[src/rtl/azadi_pad_arbiter.sv]
// Round-robin ownership arbiter for a shared pad group with a tristated turnaround on every handover.
// Optional owner preemption after MAX_HOLD cycles is built when PINMUX_PREEMPT_EN is defined.
module azadi_pad_arbiter #(
   parameter int NUM_REQ     = 2,
   parameter int PAD_W       = 3,
   parameter int TURN_CYCLES = 2,
   parameter int MAX_HOLD    = 8
) (
   input  logic                         clk_i,
   input  logic                         rst_ni,
   input  logic [NUM_REQ-1:0]           req_i,
   output logic [NUM_REQ-1:0]           gnt_o,
   input  logic [NUM_REQ*PAD_W-1:0]     per_out_i,
   input  logic [NUM_REQ*PAD_W-1:0]     per_oe_i,
   input  logic [PAD_W-1:0]             gpio_out_i,
   input  logic [PAD_W-1:0]             gpio_oe_i,
   output logic [PAD_W-1:0]             pad_out_o,
   output logic [PAD_W-1:0]             pad_oeb_o,
   output logic [$clog2(NUM_REQ+1)-1:0] owner_o,
   output logic                         busy_o
);

   localparam int OW = $clog2(NUM_REQ + 1);
   localparam logic [OW-1:0] GPIO_ID   = OW'(NUM_REQ);
   localparam logic [OW-1:0] LAST_ID   = OW'(NUM_REQ - 1);
   localparam logic [OW-1:0] ONE_ID    = OW'(1);
   localparam logic [3:0]    TURN_LAST = 4'(TURN_CYCLES - 1);

   typedef enum logic [1:0] {
      ST_IDLE = 2'd0,
      ST_TURN = 2'd1,
      ST_OWN  = 2'd2
   } state_e;

   // First requester set in req, scanning upward from start with wraparound; GPIO_ID if none.
   function automatic logic [OW-1:0] rr_pick(input logic [NUM_REQ-1:0] req, input logic [OW-1:0] start);
      logic [OW-1:0] pick;
      logic          found;
      pick  = GPIO_ID;
      found = 1'b0;
      for (int i = 0; i < NUM_REQ; i++) begin
         for (int j = 0; j < NUM_REQ; j++) begin
            if (!found && req[j] && (((int'(start) + i) % NUM_REQ) == j)) begin
               pick  = OW'(j);
               found = 1'b1;
            end
         end
      end
      return pick;
   endfunction

   function automatic logic [NUM_REQ-1:0] id_mask(input logic [OW-1:0] id);
      logic [NUM_REQ-1:0] m;
      for (int j = 0; j < NUM_REQ; j++) begin
         m[j] = (id == OW'(j));
      end
      return m;
   endfunction

   state_e             state_r, state_n_s;
   logic [OW-1:0]      target_r, target_n_s;
   logic [OW-1:0]      ptr_r, ptr_n_s;
   logic [3:0]         turn_cnt_r, turn_cnt_n_s;
   logic [NUM_REQ-1:0] gnt_r, gnt_n_s;
   logic [OW-1:0]      owner_r, owner_n_s;
   logic               busy_r, busy_n_s;
   logic [NUM_REQ-1:0] own_mask_s;
   logic               tgt_req_s;
   logic [PAD_W-1:0]   sel_out_s, sel_oe_s;
`ifdef PINMUX_PREEMPT_EN
   logic [7:0]         hold_cnt_r, hold_cnt_n_s;
   logic [NUM_REQ-1:0] pend_s;
   logic               preempt_s;
`endif

   // Decode the latched target into a requester mask and select its pad slice.
   always_comb begin
      own_mask_s = id_mask(target_r);
      tgt_req_s  = |(req_i & own_mask_s);
      sel_out_s  = {PAD_W{1'b0}};
      sel_oe_s   = {PAD_W{1'b0}};
      for (int i = 0; i < NUM_REQ; i++) begin
         sel_out_s = sel_out_s | (per_out_i[i*PAD_W +: PAD_W] & {PAD_W{own_mask_s[i]}});
         sel_oe_s  = sel_oe_s  | (per_oe_i[i*PAD_W +: PAD_W]  & {PAD_W{own_mask_s[i]}});
      end
`ifdef PINMUX_PREEMPT_EN
      pend_s    = req_i & ~own_mask_s;
      preempt_s = (MAX_HOLD != 0) && (({1'b0, hold_cnt_r} + 9'd1) >= 9'(MAX_HOLD)) && (|pend_s);
`endif
   end

   // Next-state, target and pointer computation for the ownership sequencer.
   always_comb begin
      state_n_s    = state_r;
      target_n_s   = target_r;
      ptr_n_s      = ptr_r;
      turn_cnt_n_s = turn_cnt_r;
`ifdef PINMUX_PREEMPT_EN
      hold_cnt_n_s = hold_cnt_r;
`endif
      case (state_r)
         ST_IDLE: begin
            if (|req_i) begin
               state_n_s    = ST_TURN;
               target_n_s   = rr_pick(req_i, ptr_r);
               turn_cnt_n_s = 4'd0;
            end else begin
               target_n_s   = GPIO_ID;
            end
         end
         ST_TURN: begin
            if (turn_cnt_r >= TURN_LAST) begin
               turn_cnt_n_s = 4'd0;
               if (tgt_req_s) begin
                  state_n_s = ST_OWN;
                  ptr_n_s   = (target_r >= LAST_ID) ? {OW{1'b0}} : (target_r + ONE_ID);
`ifdef PINMUX_PREEMPT_EN
                  hold_cnt_n_s = 8'd0;
`endif
               end else begin
                  state_n_s  = ST_IDLE;
                  target_n_s = GPIO_ID;
               end
            end else begin
               turn_cnt_n_s = turn_cnt_r + 4'd1;
            end
         end
         ST_OWN: begin
            if (!tgt_req_s) begin
               state_n_s    = ST_TURN;
               target_n_s   = rr_pick(req_i, ptr_r);
               turn_cnt_n_s = 4'd0;
            end else begin
`ifdef PINMUX_PREEMPT_EN
               if (preempt_s) begin
                  state_n_s    = ST_TURN;
                  target_n_s   = rr_pick(pend_s, ptr_r);
                  turn_cnt_n_s = 4'd0;
               end else begin
                  hold_cnt_n_s = (hold_cnt_r == 8'hFF) ? hold_cnt_r : (hold_cnt_r + 8'd1);
               end
`else
               state_n_s = ST_OWN;
`endif
            end
         end
         default: begin
            state_n_s    = ST_IDLE;
            target_n_s   = GPIO_ID;
            turn_cnt_n_s = 4'd0;
         end
      endcase
   end

   // Output values registered alongside the state they describe.
   always_comb begin
      if (state_n_s == ST_OWN) begin
         gnt_n_s = id_mask(target_n_s);
      end else begin
         gnt_n_s = {NUM_REQ{1'b0}};
      end
      if (state_n_s == ST_IDLE) begin
         owner_n_s = GPIO_ID;
      end else begin
         owner_n_s = target_n_s;
      end
      busy_n_s = (state_n_s == ST_TURN);
   end

   // Sequencer state and registered outputs.
   always_ff @(posedge clk_i or negedge rst_ni) begin
      if (!rst_ni) begin
         state_r    <= ST_IDLE;
         target_r   <= GPIO_ID;
         ptr_r      <= {OW{1'b0}};
         turn_cnt_r <= 4'd0;
         gnt_r      <= {NUM_REQ{1'b0}};
         owner_r    <= GPIO_ID;
         busy_r     <= 1'b0;
`ifdef PINMUX_PREEMPT_EN
         hold_cnt_r <= 8'd0;
`endif
      end else begin
         state_r    <= state_n_s;
         target_r   <= target_n_s;
         ptr_r      <= ptr_n_s;
         turn_cnt_r <= turn_cnt_n_s;
         gnt_r      <= gnt_n_s;
         owner_r    <= owner_n_s;
         busy_r     <= busy_n_s;
`ifdef PINMUX_PREEMPT_EN
         hold_cnt_r <= hold_cnt_n_s;
`endif
      end
   end

   // Pad mux straight from registered state; TURN tristates and drives zero.
   always_comb begin
      case (state_r)
         ST_IDLE: begin
            pad_out_o = gpio_out_i;
            pad_oeb_o = ~gpio_oe_i;
         end
         ST_OWN: begin
            pad_out_o = sel_out_s;
            pad_oeb_o = ~sel_oe_s;
         end
         ST_TURN: begin
            pad_out_o = {PAD_W{1'b0}};
            pad_oeb_o = {PAD_W{1'b1}};
         end
         default: begin
            pad_out_o = {PAD_W{1'b0}};
            pad_oeb_o = {PAD_W{1'b1}};
         end
      endcase
   end

   assign gnt_o   = gnt_r;
   assign owner_o = owner_r;
   assign busy_o  = busy_r;

endmodule
[config.mk]
export PLATFORM = sky130hd
export DESIGN_NAME = azadi_pad_arbiter
export DESIGN_NICKNAME = d
export VERILOG_FILES = /design/src/rtl/azadi_pad_arbiter.sv
export SDC_FILE = /design/constraint.sdc
export NUM_CORES = 1
export LEC_CHECK = 0
export BUFFER_PORTS_ARGS = -buffer_cell sky130_fd_sc_hd__buf_2
export CAP_MARGIN = 25
export CORE_ASPECT_RATIO = 0.75
export CORE_MARGIN = 2
export CORE_UTILIZATION = 40
export CTS_BUF_LIST = sky130_fd_sc_hd__clkbuf_8
export DETAILED_ROUTE_END_ITERATION = 16
export GPL_TIMING_DRIVEN = 1
export HOLD_SLACK_MARGIN = 0.1
export PLACE_DENSITY_LB_ADDON = 0.05
export SLEW_MARGIN = 20
export SYNTH_ARGS = -nofsm -noshare
export SYNTH_HDL_FRONTEND = slang
export SYNTH_SLANG_ARGS = --single-unit
[constraint.sdc]
create_clock -name clk_i -period 1.6 [get_ports clk_i]
set_clock_uncertainty 0.05 [all_clocks]
set_input_delay 0.16 -clock clk_i [delete_from_list [all_inputs] [get_ports clk_i]]
set_output_delay 0.16 -clock clk_i [all_outputs]
set_load 0.05 [all_outputs]
* Yosys cells after proc, flatten, opt, wreduce, memory -nomap -nowiden *
Cells that the tools add are included.

storage, ports and cells
  register bits after elaboration = 14
  bits of input ports = 22
  output and inout port bits = 11
  logic and storage cells = 103

operators by class
  $add $sub $neg = 3
  magnitude comparators = 2
  equality and inequality tests = 9
  muxes and demuxes = 43
  bitwise gates (word level) = 10
  reduce and logical (&&, ||, !) cells = 29

operators with widths
  cell                 count
  $logic_not 32->1     2
  $mux 2               17
  $mux 1               18
  $logic_and 1x1->1    13
  $and 3x3->3          4
  $mux 4               3
  $pmux 2 s3           2
  $pmux 3 s2           2
  $pmux 4 s3           1
  $eq 2x1->1 const B   4
  $logic_not 2->1      4
  $eq 2x2->1 const B   3
  $logic_not 1->1      6
  $not 3->3            2
  $or 3x3->3           2
  $add 4x1->4 const B  1
  $ge 4x1->1 const B   1
  $ne 2x2->1 const B   2
  $reduce_or 2->1      2
  $reduce_and 3->1     1
  $add 1x1->1 const B  2
  $and 2x2->2          1
  $ge 2x1->1 const B   1
  $reduce_and 2->1     1
  $and 1x1->1 const A  1

* Longest topological paths before layout *
Gate-level depths: netlist of the first run.

  word-level depth = 25
  gate-level depth with buffers = 5
  gate-level depth less buffers = 5

* Worst setup path before layout of the first run *
OpenSTA, ideal clock, no wires.

  kind = reg2out
  start point = register state_r[0]
  end point = output pad_out_o[0]
  arrival = 2.043 ns
  data required time = 1.390 ns
  slack = -0.653 ns
  stages on the path, launching flop included = 4
  path buffers = 0
  cells stage by stage = dfrtp_1 nand2b_1 or2_2 o21ai_0

on the way
  cells in the longest elaborated chain, start to end = 2
  elaborated cells on any way between the ends = 3
  classes of those cells = 1 x eq/ne; 1 x mux; 1 x reduce/logical

RTL lines
  element                                        line  source
  start: declaration                             60    state_e state_r, state_n_s;
  start signal: assignment                       184   state_r <= state_n_s;
  $eq 2x2->1 or $logic_not 2->1 (tied branches)  199   case (state_r)
  $pmux 3 s2 (*)                                 199
  end: declaration                               17    output logic [PAD_W-1:0] pad_out_o,

Mark *: on every way between the ends. The rest lies on a longest branch, timed or not.

* Worst setup path in the final report of the first run *
  start point = register state_r[1]
  end point = register turn_cnt_r[1]

on the way
  cells in the longest elaborated chain, start to end = 3
  elaborated cells on any way between the ends = 7
  classes of those cells = 4 x eq/ne; 1 x mux; 2 x reduce/logical

RTL lines
  element                                        line  source
  $eq 2x2->1 or $logic_not 2->1 (tied branches)  101   case (state_r)
  $ne 2x2->1 (no source line)                    n/a
  $reduce_and 2->1 (no source line)              n/a
  end signal: assignment                         187   turn_cnt_r <= turn_cnt_n_s;
  end: declaration                               63    logic [3:0] turn_cnt_r, turn_cnt_n_s;

Several ways; a longest one is shown, not always the timed one.
A chain may end at the register's enable or synchronous reset.

==> impl_metrics.toml, run 1 <==
[logic_synthesis]
yosysWarnings = 0
synth_edf_count = 0
netlist.area_leader.share_pct = 34.7
synth_area_leaders = "dfrtp_1 35%, dfstp_2 6.1%, ha_1 4.3%, mux2_2 3.9%, mux2i_1 3.5%"
ys_async_sr_fraction_pct = 100
ys_seq_area_share_pct = 40.8
yosys_most_used_dff = "dfrtp_1"
syn_area_um2 = 865
syn_nets = 104
synth_largest_area_cell = "dfrtp_1"
synth_seq_cells = 14
synth.most_common_cell = "dfrtp_1"
synthCells = 79
synthTopCellsByCount = "12 x dfrtp_1, 8 x nor2_1, 4 x o21ai_0"
synth_cell_types = 37
avgSynthCellArea_um2 = 10.9

[pwr]
p_int_uw = 1520
fin_total_pwr_uw = 2830
p_leak_uw = 0.000651
switchingPower_uw = 1310
clockPowerShare_pct = 12.8
seq_power_share_pct = 21.1
powerDensity_mw_per_mm2 = 2070
ir_drop_uv = 1510
p_comb_share_pct = 66.1
netSwitchingFraction_pct = 46.3

[sta]
final_hold_viol_count = 0
setup_viol = 6
holdWs_ns = 0.229
rsz0062_at_grt = "yes"
max_freq_ghz = 0.622
final.setup.worst_slack_ns = -0.00810
max_slew_margin_pct = 71.0
min_period_ns = 1.61
worst_slew_pin_slew_ns = 0.433
slew_violations = 0
min_period_over_period_pct = 101

[grt]
grt_max_degree = 15
grt_overflow = 0
grt_pass1_vias = 773
antenna_found_initial = 0
grt.total_usage_pct = 19.3
grt_pass1_wl_mm = 3.68

[place]
pre_cts_ws_ns = -0.0744
port_buffers = 32
post_dp_cell_area_mm2 = 0.00116
hpwl_mm = 1.68
globalplace.congestion = 0.811

[routing]
firstDrtPassIters = 4
via_per_inst = 5.16
drcViolationCount = 0
num_vias = 784
drt_iter0_drc = 12
wl_per_cell_um = 15.9
ant_nets = 0
routed_wl_mm = 2.42

[run]
drv_cap = 0

[setup_path]
worstPathRequired_ns = 1.74
critPathLaunchType = "flop"
crit_chain = "buf_4 -> or4_1 -> o31ai_2 -> a22o_1"
worst-setup-path-type = "flop to flop"
cp_slowest_cell = "or4_1"
arrival_ns = 1.75
crit_buf_inv = 1
end_kind = "flop"
crit_fanout = 7
critPathMaxStageDelay_ns = 0.54
cp_top_family = "simple AND/OR/NAND/NOR gates"

[clocking]
cts_root_buffer = "clkbuf_8"
cts_tree = "built"
path_clk_slew_ns = 0.06
htreeDepth = 1
clock-sinks = 14
clock_path_buffers = 2
clk_latency_ns = 0.25
cts_buffers = 3

[layout]
area_growth_pct = 57.7
fin_area_mm2 = 0.00136
nFillCells = 150
drive_gt1_share_pct = 68.0
fin_util_pct = 67.1
antennaDiodeCount = 0
nets = 154

[floorplan]
die_h_um = 44.3
num_rows = 14
dieArea_mm2 = 0.00255
core_mm2 = 0.00203
io_pins = 33
die_w_um = 57.7
start_util_pct = 42.5

[min_path]
holdCritPathClass = "input port to flop"

[run_status]
violations = "setup timing"
status = "finished with violations"
-- cells by family after synthesis --
kind of cell | share of synthesized area, %
DFF | 40.8
muxes | 11.3
adders and majority gates | 4.34
AOI/OAI and AO/OA | 18.8
buffers and inverters | 3.47
and+or+nand+nor | 21.3
-- placed cells by master, fill, tap and decap left out, drive strengths merged, types with 3 or more instances in the layout --
master / netlist / layout
a22oi: 3 / 3
mux2: 4 / 4
mux2i: 4 / 4
buf: 1 / 46
nand2b: 3 / 3
dfrtp: 12 / 12
ha: 3 / 3
o21ai: 4 / 4
nor2: 8 / 8
nand2: 3 / 3
or2: 4 / 4
inv: 3 / 3
clkbuf: 1 / 4
-- through the flow --
step,setup TNS [ns],cells
3_3_place_gp,-0.0990,144
5_1_grt,-0.492,152
6_report,-0.0214,152
4_1_cts,-0.244,152
3_5_place_dp,-0.248,144
2_1_floorplan,-0.0852,79
-- worst register-to-register path, cell delays in order, from the launching register on --
cell and delay, ns:
dfrtp_2 0.45, buf_4 0.18, or4_1 0.54, o31ai_2 0.12, a22o_1 0.21
-- power groups by stage --
stage / logic (µW) / clock network (µW) / registers (µW)
CTS: 1700 / 360 / 583
detailed placement: 1500 / 0 / 607
global route: 1970 / 382 / 612
global placement: 1490 / 0 / 605
finish: 1870 / 362 / 597
floorplan: 950 / 0 / 735
-- layout make-up --
type                            instances  area (µm²)  area share, %
Multi-Input combinational cell         60         599           43.9
Sequential cell                        14         355           26.1
Timing Repair Buffer                   47         313           22.9
Clock buffer                            4        55.1           4.04
Tap cell                               24        30.0           2.20
Inverter                                3        11.3          0.826
-- routing by layer --
layer / share of wire, % / vias to the layer above / track usage (%)
li1: - / 384 / -
met5: 0 / - / 0
met3: 2.9 / 0 / 5.56
met2: 50 / 10 / 30.0
met1: 47 / 390 / 27.2
met4: 0 / 0 / 3.72
-- state kept, by name, summed over array words and instances, names as in the netlist --
signal / count
busy_o: 1
owner_o: 2
gnt_o: 2
ptr_r: 1
turn_cnt_r: 4
state_r: 2
target_r: 2
-- what timing repair did --
item,CTS,global route
hold buffers,1,0
endpoints found under the setup margin,13,16
setup buffers,3,1
resized for setup,19,14
hold endpoints to repair,14,0
pin swaps,1,6
-- path summary, 6_finish.rpt --
| path | start | end | slack [ns] | cells past startpoint |
|---|---|---|---|---|
| setup / recovery | state_r[1] | turn_cnt_r[1] | -0.008 | 4 |
| hold / removal | req_i[1] | target_r[1] | 0.23 | 3 |
| setup reg to reg | state_r[1] | turn_cnt_r[1] | -0.008 | 4 |
| hold reg to reg | ptr_r[0] | ptr_r[0] | 0.48 | 1 |
| max in group asynchronous | rst_ni | target_r[1] | 0.93 | 2 |
| min in group asynchronous | rst_ni | busy_o | 0.28 | 2 |
Power figures use the tool's default switching activity.
==> inputs of run 2 (changes only) <==
Settings changed: PLACE_DENSITY set to 0.68, PLACE_DENSITY_LB_ADDON 0.05 to not set.
==> impl_metrics.toml, run 2 (same netlist as run 1, synthesis figures left out) <==
[run_status]
status = "finished with violations"
violations = "setup timing"

[layout]
layout.cells.most_common_list = "26 x buf_2, 10 x dfrtp_1, 10 x buf_6, 9 x buf_4, 6 x nor2_1"
area_growth_pct = 62.7
antennaDiodeCount = 0
max_flop_register = "turn_cnt_r"
drive_gt1_share_pct = 65.6
largest_reg_flops = 4
fin_util_pct = 69.2
final_common_cell = "buf_2"
fin_area_mm2 = 0.00141
nets = 154
fin_cells = 152

[setup_path]
critPathLaunchType = "flop"
reg2reg_depth = 4
worstPathRequired_ns = 1.68
crit_fanout = 6
reg2reg_from = "target_r[0]"
end_kind = "flop"
r2r-end = "ptr_r[0]"
worst-setup-path-type = "flop to flop"
arrival_ns = 1.72
rrSetupSlack_ns = -0.04

[min_path]
holdCritPathClass = "input port to flop"
min_to = "owner_o[1]"
min_path_cells = 3
hp-start = "req_i[1]"

[clocking]
clock_path_buffers = 2
cts_root_buffer = "clkbuf_8"
htreeDepth = 1
clk_latency_ns = 0.25
path_clk_slew_ns = 0.06
cts_tree = "built"
cts_buffers = 3
clock-sinks = 14

[floorplan]
die_h_um = 44.3
io_pins = 33
start_util_pct = 42.5
num_rows = 14
die_w_um = 57.7
dieArea_mm2 = 0.00255
core_mm2 = 0.00203

[routing]
drcViolationCount = 0
wl_met2_mm = 1.23
firstDrtPassIters = 4
wl_met3_um = 99
wl_per_cell_um = 16.3
via_per_inst = 5.37
routed_wl_mm = 2.48
top_layer = "met4"
drt-met1-wl_mm = 1.13
num_vias = 816
drt_iter0_drc = 14
ant_nets = 0

[run]
drv_cap = 0

[grt]
grt_pass1_wl_mm = 3.82
grt_pass1_vias = 808
antenna_found_initial = 0
grt_overflow = 0
grt_max_degree = 15
grt.total_usage_pct = 20.3

[sta]
min_period_ns = 1.64
setup_viol = 5
max_freq_ghz = 0.611
slew_violations = 0
final.setup.worst_slack_ns = -0.0377
final_hold_viol_count = 0
min_period_over_period_pct = 102
rsz0062_at_grt = "yes"
worst_slew_pin_slew_ns = 0.371
max_slew_margin_pct = 75.1

[pwr]
powerDensity_mw_per_mm2 = 2040
p_leak_uw = 0.000678
ir_drop_uv = 1420

[place]
post_dp_cell_area_mm2 = 0.00115
dp_cells = 143
globalplace.congestion = 0.708
port_buffers = 32
hpwl_mm = 1.68
## run 2: power breakdown
part,total [µW],switching (µW),internal (µW)
clock,345,127,218
combinational,1880,1020,869
sequential,634,134,500
total,2860,1280,1590
## run 2: cell type report
cell class | instances | area (µm²)
inverter | 3 | 11.3
fill | 149 | 626
sequential | 14 | 355
tap | 24 | 30.0
timing repair buffer | 47 | 340
clock buffer | 4 | 55.1
multi-input combinational | 60 | 614
## run 2: routing by layer
metal	GRT usage (%)	vias up
met5	0	-
met2	29.8	15
met3	6.43	4
met1	28.3	407
li1	-	390
met4	7.44	0
## run 2: repair_timing
| action | CTS | global route |
|---|---|---|
| resized for setup | 25 | 13 |
| buffers inserted | 4 | 2 |
| hold endpoints to repair | 14 | 0 |
| endpoints found under the setup margin | 15 | 18 |
| hold buffers | 1 | 0 |
| pin swaps | 7 | 9 |
| cloned | 0 | 0 |
## run 2: how the worst max path moves through the flow
stage / cells after the start / slack (ns) / start / endpoint
2_1_floorplan: 3 / -0.09 / state_r[0] / pad_out_o[0]
3_3_place_gp: 6 / -0.04 / turn_cnt_r[0] / ptr_r[0]
3_5_place_dp: 6 / -0.09 / turn_cnt_r[0] / ptr_r[0]
4_1_cts: 6 / -0.05 / turn_cnt_r[0] / owner_o[0]
5_1_grt: 5 / -0.08 / turn_cnt_r[0] / owner_o[1]
6_report: 4 / -0.04 / target_r[0] / ptr_r[0]
## run 2: through the flow
stage	setup WS, ns	setup TNS [ns]	hold WS, ns	total power, µW
final	-0.0377	-0.0749	0.219	2860
after global routing	-0.0831	-0.628	0.246	3020
after CTS	-0.0454	-0.126	0.218	2680
after detailed placement	-0.0878	-0.351	0.0263	2090
after global placement	-0.0360	-0.125	0.0223	2060
after floorplan	-0.0852	-0.0852	-0.186	1690
## run 2: worst max-delay path, cell delays in order (launching register included)
cell	delay, ns
dfrtp_2	0.48
buf_4	0.18
mux2i_4	0.21
nor4_4	0.29
mux2_4	0.32
